File: src/rtl/jk_pkg.sv
// Shared types and constants for the JK excitation driver.
// Holds the controller state encoding, the {J,K} excitation type and the
// named excitation constants used by jk_excite and jk_excitation_driver.
package jk_pkg;

  // Controller states
  typedef enum logic [1:0] {
    IDLE  = 2'd0,
    DRIVE = 2'd1,
    WAIT  = 2'd2,
    CHECK = 2'd3
  } state_t;

  // Excitation pair, bit 1 is J and bit 0 is K
  typedef logic [1:0] jk_t;

  localparam jk_t JK_HOLD   = 2'b00;
  localparam jk_t JK_SET    = 2'b10;
  localparam jk_t JK_RESET  = 2'b01;
  localparam jk_t JK_TOGGLE = 2'b11;

  // Set/reset excitation that moves q to t without ever using J=K=1
  function automatic jk_t jk_set_reset(input logic q, input logic t);
    jk_t r;
    case ({q, t})
      2'b01:   r = JK_SET;
      2'b10:   r = JK_RESET;
      default: r = JK_HOLD;
    endcase
    return r;
  endfunction

endpackage

File: src/rtl/jk_excite.sv
// Per-bit excitation generator: purely combinational, maps the current Q
// and the target bit to the {J,K} pair that moves Q to the target.
// Build option: define JK_TOGGLE_EN to use toggle (J=K=1) for changing bits;
// without it only set/reset excitation is produced.
import jk_pkg::*;

module jk_excite (
  input  logic i_q,
  input  logic i_tgt,
  output jk_t  o_jk
);

  // Choose the excitation for one flip-flop; unchanged bits always hold
  always_comb begin
    o_jk = JK_HOLD;
    if (i_q != i_tgt) begin
`ifdef JK_TOGGLE_EN
      o_jk = JK_TOGGLE;
`else
      o_jk = jk_set_reset(i_q, i_tgt);
`endif
    end
  end

endmodule

File: src/rtl/jk_excitation_driver.sv
// JK excitation driver: accepts a target word, pulses J/K excitations for
// one cycle, waits SETTLE cycles, then checks the fed-back Q and retries up
// to MAX_RETRY times before flagging an error.
// Build option: JK_TOGGLE_EN (toggle excitation for changing bits).
import jk_pkg::*;

module jk_excitation_driver #(
  parameter int WIDTH     = 8,
  parameter int SETTLE    = 1,
  parameter int MAX_RETRY = 2
) (
  input  logic             clk,
  input  logic             rst,
  input  logic [WIDTH-1:0] tgt_data,
  input  logic             tgt_valid,
  output logic             tgt_ready,
  input  logic [WIDTH-1:0] q_fb,
  output logic [WIDTH-1:0] j_out,
  output logic [WIDTH-1:0] k_out,
  output logic             busy,
  output logic             done,
  output logic             err
);

  // Counter widths; both stay at least one bit wide for the degenerate cases
  localparam int SW = (SETTLE > 1) ? $clog2(SETTLE) : 1;
  localparam int RW = (MAX_RETRY > 0) ? $clog2(MAX_RETRY + 1) : 1;

  // WAIT is entered with SETTLE-1 and left when the count reaches zero
  localparam logic [SW-1:0] SETTLE_LOAD = SW'(SETTLE - 1);
  localparam logic [RW-1:0] RETRY_MAX   = RW'(MAX_RETRY);

  state_t           r_state;
  logic [WIDTH-1:0] r_tgt;
  logic [RW-1:0]    r_retry;
  logic [SW-1:0]    r_settle;
  logic [WIDTH-1:0] r_j;
  logic [WIDTH-1:0] r_k;
  logic             r_busy;
  logic             r_ready;
  logic             r_done;
  logic             r_err;

  logic [WIDTH-1:0] w_tgt_sel;
  logic [WIDTH-1:0] w_j;
  logic [WIDTH-1:0] w_k;
  jk_t              w_jk [WIDTH];
  logic             w_accept;
  logic             w_match;

  // In IDLE the excitation is computed against the incoming word so it can
  // be registered on the accepting edge; on retries the held target is used.
  assign w_tgt_sel = (r_state == IDLE) ? tgt_data : r_tgt;
  assign w_accept  = tgt_valid && r_ready;
  assign w_match   = (q_fb == r_tgt);

  generate
    for (genvar gi = 0; gi < WIDTH; gi++) begin : g_bit
      jk_excite u_excite (
        .i_q   (q_fb[gi]),
        .i_tgt (w_tgt_sel[gi]),
        .o_jk  (w_jk[gi])
      );
      assign w_j[gi] = w_jk[gi][1];
      assign w_k[gi] = w_jk[gi][0];
    end
  endgenerate

  // Controller FSM; every output is registered and excitations default to
  // zero so they are only non-zero for the single DRIVE cycle.
  always_ff @(posedge clk) begin
    if (rst) begin
      r_state  <= IDLE;
      r_tgt    <= '0;
      r_retry  <= '0;
      r_settle <= '0;
      r_j      <= '0;
      r_k      <= '0;
      r_busy   <= 1'b0;
      r_ready  <= 1'b0;
      r_done   <= 1'b0;
      r_err    <= 1'b0;
    end else begin
      r_done <= 1'b0;
      r_err  <= 1'b0;
      r_j    <= '0;
      r_k    <= '0;
      case (r_state)
        IDLE: begin
          if (w_accept) begin
            r_tgt   <= tgt_data;
            r_retry <= '0;
            r_j     <= w_j;
            r_k     <= w_k;
            r_busy  <= 1'b1;
            r_ready <= 1'b0;
            r_state <= DRIVE;
          end else begin
            // Ready rises one cycle after reset releases
            r_ready <= 1'b1;
          end
        end
        DRIVE: begin
          r_settle <= SETTLE_LOAD;
          r_state  <= WAIT;
        end
        WAIT: begin
          if (r_settle == '0) begin
            r_state <= CHECK;
          end else begin
            r_settle <= r_settle - 1'b1;
          end
        end
        CHECK: begin
          if (w_match) begin
            r_done  <= 1'b1;
            r_busy  <= 1'b0;
            r_ready <= 1'b1;
            r_state <= IDLE;
          end else if (r_retry < RETRY_MAX) begin
            r_retry <= r_retry + 1'b1;
            r_j     <= w_j;
            r_k     <= w_k;
            r_state <= DRIVE;
          end else begin
            r_err   <= 1'b1;
            r_busy  <= 1'b0;
            r_ready <= 1'b1;
            r_state <= IDLE;
          end
        end
        default: begin
          r_busy  <= 1'b0;
          r_state <= IDLE;
        end
      endcase
    end
  end

  assign tgt_ready = r_ready;
  assign busy      = r_busy;
  assign done      = r_done;
  assign err       = r_err;
  assign j_out     = r_j;
  assign k_out     = r_k;

endmodule
File: config.mk
export PLATFORM = sky130hd
export DESIGN_NAME = jk_excitation_driver
export DESIGN_NICKNAME = d
export VERILOG_FILES = /design/src/rtl/jk_pkg.sv /design/src/rtl/jk_excite.sv /design/src/rtl/jk_excitation_driver.sv
export SDC_FILE = /design/constraint.sdc
export NUM_CORES = 1
export LEC_CHECK = 0
export ABC_AREA = 1
export CORE_UTILIZATION = 38
export DETAILED_ROUTE_END_ITERATION = 7
export GPL_TIMING_DRIVEN = 0
export PLACE_DENSITY_LB_ADDON = 0.12
export SETUP_SLACK_MARGIN = 0.1
export SLEW_MARGIN = 20
export SYNTH_ARGS = -nofsm -noshare
export SYNTH_HDL_FRONTEND = slang
export SYNTH_SLANG_ARGS = --single-unit
File: constraint.sdc
create_clock -name clk -period 1.9 [get_ports clk]
set_input_delay 0.38 -clock clk [delete_from_list [all_inputs] [get_ports clk]]
set_output_delay 0.38 -clock clk [all_outputs]
set_load 0.01 [all_outputs]
* Yosys cells after proc, flatten, opt, wreduce, memory -nomap -nowiden
Index checks and enable logic that the tools add are counted.
** Operators by class
- Add/sub/neg operators :: 2
- $lt $le $gt $ge :: 1
- Eq/ne operators :: 33
- Multiplexer cells :: 46
- Bitwise logic cells :: 1
- Reductions and logical operators :: 11
** Operators with widths (number)
- $mux W8 :: 7
- $pmux W2 S2 :: 9
- $pmux W8 S2 :: 2
- $mux W2 :: 13
- $eq A2 B2 Y1 const B :: 10
- $eq A2 B1 Y1 const B :: 9
- $mux W1 :: 11
- $eq A8 B8 Y1 :: 1
- $ne A1 B1 Y1 :: 8
- $ne A2 B2 Y1 const B :: 4
- $pmux W2 S4 :: 1
- $pmux W1 S2 :: 3
- $reduce_and A2 Y1 :: 3
- $reduce_and A4 Y1 :: 1
- $reduce_bool A2 Y1 :: 2
- $ne A3 B3 Y1 const B :: 1
- $reduce_and A3 Y1 :: 1
- $reduce_or A3 Y1 :: 1
- $add A2 B1 Y2 const B :: 1
- $logic_not A2 Y1 :: 1
- $lt A2 B2 Y1 const B :: 1
- $reduce_or A2 Y1 :: 1
- $logic_and A1 B1 Y1 :: 1
- $not A1 Y1 :: 1
- $sub A1 B1 Y1 const B :: 1
** Storage, ports and cells
- Bits in registers :: 33
- Output and inout port bits :: 20
- Word-level logic and storage cells :: 104

* Logic depth before layout (Yosys ltp)
- Depth in word-level cells :: 8
- Depth in mapped cells :: 11
- Mapped depth without buffers :: 11

* By module
A second synthesis with hierarchy kept.
** Second synthesis, totals
- Cell total of the unflattened synthesis :: 207
- Area total of the unflattened synthesis :: 1468.9 sq um
** Modules (own cells, without submodules)
- jk_excitation_driver :: instances 1, cells an instance 175, area each 1348.8 sq um
- jk_excite :: instances 8, cells an instance 4, area each 15.0 sq um

* Worst setup path before layout
OpenSTA, ideal clock, no wires.
- Path type :: reg-to-reg
- From :: reg r_state[0]
- To :: reg r_j[2], in the netlist j_out[2]
- Arrival time :: 1.467 ns
- Slack :: 0.363 ns
- Cell stages (with the launch flop) :: 6
- Path buffers :: 0
- Cells stage by stage :: dfxtp_1 > inv_1 > ha_1 > nor2_1 > or3b_2 > a21oi_1
** On the way
- Cells in the longest elaborated chain, start to end :: 8
** RTL lines
- start, declared :: RTL line jk_excitation_driver.sv:33 : state_t r_state;
- start signal, assigned :: RTL line jk_excitation_driver.sv:73 : r_state <= IDLE;
- start signal, assigned :: RTL line jk_excitation_driver.sv:97 : r_state <= DRIVE;
- start signal, assigned :: RTL line jk_excitation_driver.sv:105 : r_state <= WAIT;
- $logic_not A2 Y1 :: RTL line jk_excitation_driver.sv:53, jk_excitation_driver.sv:88
- $mux W8 :: RTL line jk_excitation_driver.sv:53 : assign w_tgt_sel = (r_state == IDLE) ? tgt_data : r_tgt;
- $eq A2 B2 Y1 / $eq A2 B1 Y1 (equally long branches) :: RTL line jk_pkg.sv:25 : case ({q, t})
- $pmux W2 S2 :: RTL line jk_pkg.sv:25
- $mux W2 :: RTL line jk_excite.sv:16 : if (i_q != i_tgt) begin
- $mux W8 :: RTL line jk_excitation_driver.sv:120 : end else if (r_retry < RETRY_MAX) begin
- $mux W8 :: RTL line jk_excitation_driver.sv:115 : if (w_match) begin
- $pmux W8 S2 * :: RTL line jk_excitation_driver.sv:88 : case (r_state)
- end signal, assigned :: RTL line jk_excitation_driver.sv:93 : r_j <= w_j;
- end signal, assigned :: RTL line jk_excitation_driver.sv:122 : r_j <= w_j;
- end, declared :: RTL line jk_excitation_driver.sv:37 : logic [WIDTH-1:0] r_j;
Every way passes the cells marked *; elsewhere a longest branch is shown, timed or not.
A chain may end at the register's enable or synchronous reset.

* Worst setup path in the final report
Same ends and word-level chain as after synthesis.

==> qor.csv <==
metric,value,unit
Syn Nets,203,
worst vdd ir,806,uV
Clock transition at path regs,0.06,ns
Psw,0.838,mW
Yosys top cell area share,45.0,%
most common cell in the netlist,nand2_1,
outcome,"complete, no violations",
vias per cell,4.83,
worst hold slack,0.437,ns
Cell Pwr Density,1160,mW/mm^2
worst setup margin,0.234,ns
most used routing layer,met2,
CP cell instances,"inv_1, ha_2, nor2_2, or3b_2, a21oi_1",
clk buf depth,2,
DR DRC count,0,
number of DRC markers in iteration 0,34,
CP Buf/Inv Count,1,
R2R cell count,5,
global-route wire length before repair,5.55,mm
Synth Register Bits,32,
max cap viols,0,
commonest cells in the netlist,"33 x nand2_1, 32 x dfxtp_1, 27 x a21oi_1, 18 x nand3_1, 15 x inv_1",
fraction of synthesized area in multiplexers,3.51,%
die area,0.00400,mm^2
Synth Area in Simple Gates,24.6,%
routability cong.,0.789,
unrepaired setup endpoints after global routing,false,
CORE AREA,0.00347,mm^2
Hold Path Depth,3,
GR Util met2,29.8,%
clk sinks,32,
ys flop type,dfxtp_1,
Pleak,0.763,nW
Clock Latency Late Sink,0.28,ns
met3 GRT Util,5.07,%
Cells after Synth,181,
initial antenna violation count,0,
Congestion Overflow GR,0,
switching fraction of total power,37.1,%
CP Launch Type,flip-flop,
Post-Synth XOR/XNOR Area,3.69,%
asr flop ratio synth,0,%
Yosys warnings,0,
multi-input logic area,691,um^2
Fillers,329,
Slowest cell on crit path,or3b_2,
vias in the first global route,1221,
Area Growth Syn to Fin,37.1,%
synth top area cells,"dfxtp_1 45%, a21oi_1 9.5%, nand2_1 8.7%",
Post-Synth Adder-Cell Area,2.63,%
nets@finish,248,
Crit. End Element,flip-flop,
dpl hpwl,2.44,mm
Synth Area per Inst,7.87,um^2
Final min period,1.67,ns
crit path DAT,1.87,ns
Antenna Diode Count,0,
Synth Area in Compound Gates,13.3,%
crit-path max FO,7,
max_slew headroom,70.5,%
max-slew violation count,0,
share of layout cells above drive strength 1,8.85,%
post-synthesis sequential area ratio,45.0,%
internal power,1.42,mW
post-synth cell types,24,
setup bufs post-CTS,0,
CP Depth,5,
fmax,600,MHz
Die Ht,63.2,um
Comb power frac,43.7,%
H-Tree Depth,2,
Chip Width,63.2,um
"Period Utilization, post-route",87.7,%
Post-synth EDFFs,0,
Mapped Area,0.00143,mm^2
Hold Fails Final Rpt,0,
sequential share of power,35.6,%
starting density of the core,41.1,%
GRT Overall Usage,17.7,%
total area of sequential cells,641,um^2
CTS root buffer,clkbuf_8,
CP Data Required Time,2.10,ns
via count,1314,
wire length per cell,11.6,um
io pins,39,
"CP delay by family, top",simple AND/OR/NAND/NOR gates,
largest family of logic cells by synthesized area,simple AND/OR/NAND/NOR gates,
"Setup violations, final",0,
IO Port Bufs,38,
Yosys top cell by area,dfxtp_1,
Post-Route WL,3.15,mm
row cnt,21,
TritonCTS clock tree,built,
dpl ws,-0.0594,ns
largest net degree at the start of global routing,11,
GR Util met1,21.4,%
Final Skew,0.00653,ns
hold crit path type,input port to flip-flop,
first-pass detailed-route iteration total,4,
antenna-violating nets left,0,
power share of the clock group,20.6,%
crit-path max cell delay,0.47,ns
Slew @ Worst Pin,0.442,ns
Setup CP Type,flip-flop to flip-flop,
TritonCTS Buffers,5,
## path summary, 6_finish.rpt
check             startpoint  slack (ns)         to
hold / removal       q_fb[4]        0.44   k_out[4]
hold reg to reg    tgt_ready        0.48  tgt_ready
setup / recovery  r_state[0]        0.23   j_out[2]
setup reg to reg  r_state[0]        0.23   j_out[2]
## metal layers
metal	up-vias	routed length [um]
met1	586	1500
li1	688	-
met4	0	32
met2	36	1470
met5	-	0
met3	4	144
## worst reg2reg max path, delay by kind of cell (launching register included)
family                     cells  cell delay, ns
DFF                            1            0.38
and+or+nand+nor                2            0.69
adders and majority gates      1            0.30
buffers and inverters          1            0.09
AOI/OAI and AO/OA              1            0.13
## flip-flops by register name (all words and copies together) (netlist names)
name       flops
busy           1
done           1
err            1
j_out          8
k_out          8
r_retry        2
r_state        2
r_tgt          8
tgt_ready      1
## cell usage in the layout (no fill, tap or decap)
master	n
clkinv_1	1
nand2_1	33
a211oi_1	2
clkinv_2	1
nor2_1	9
ha_2	1
nand3_1	18
inv_1	15
ha_1	2
o21ai_0	7
a21oi_1	27
nand2_2	2
or3b_1	3
clkdlybuf4s50_1	37
nand4_1	1
buf_6	2
dfxtp_1	32
or3b_2	2
dlymetal6s2s_1	1
clkbuf_1	2
buf_2	2
mux2i_1	5
xor2_1	1
nand3b_1	3
o21ai_1	1
clkbuf_8	5
buf_1	1
nor2_2	4
clkbuf_2	1
xnor2_1	5
## power groups by stage
stage / logic, mW / registers [mW] / clock network (mW)
after floorplan: 0.678 / 0.828 / 0
after global placement: 0.933 / 0.813 / 0
after detailed placement: 0.954 / 0.818 / 0
after CTS: 0.964 / 0.805 / 0.483
after global routing: 1.11 / 0.816 / 0.521
final: 0.987 / 0.805 / 0.466
## per-stage QoR
step | cell area, um^2 | power, mW | utilization, % | std cells | setup TNS (ns)
after global placement | 1860 | 1.75 | 53.7 | 265 | -0.440
after detailed placement | 1860 | 1.77 | 53.7 | 265 | -0.537
after global routing | 1950 | 2.45 | 56.3 | 272 | 0
after floorplan | 1430 | 1.51 | - | 181 | 0
after CTS | 1940 | 2.25 | 56.0 | 272 | 0
final | 1950 | 2.26 | 56.3 | 272 | 0
## logic make-up (layout without fill, tap and decap cells)
kind of cell | Yosys count | after routing
compound gates | 37 | 37
flops | 32 | 32
fa+ha+maj | 3 | 3
xor+xnor | 6 | 6
simple gates | 75 | 75
mux | 5 | 5
buf+inv | 23 | 68
## final cells by class
class                           instances  area share (%)
Buffer                                  7            2.30
Clock buffer                            6            3.71
Clock inverter                          1           0.256
Inverter                               16            3.07
Multi-Input combinational cell        126            35.3
Sequential cell                        32            32.8
Tap cell                               46            2.94
Timing Repair Buffer                   38            19.6
## timing repair
item                                    in CTS  in global routing
resized for setup                            1                  5
hold buffers                                 0                  0
gates cloned                                 0                  0
pin swaps                                    0                  0
endpoints found under the setup margin       2                 21
Power figures use the tool's default switching activity.
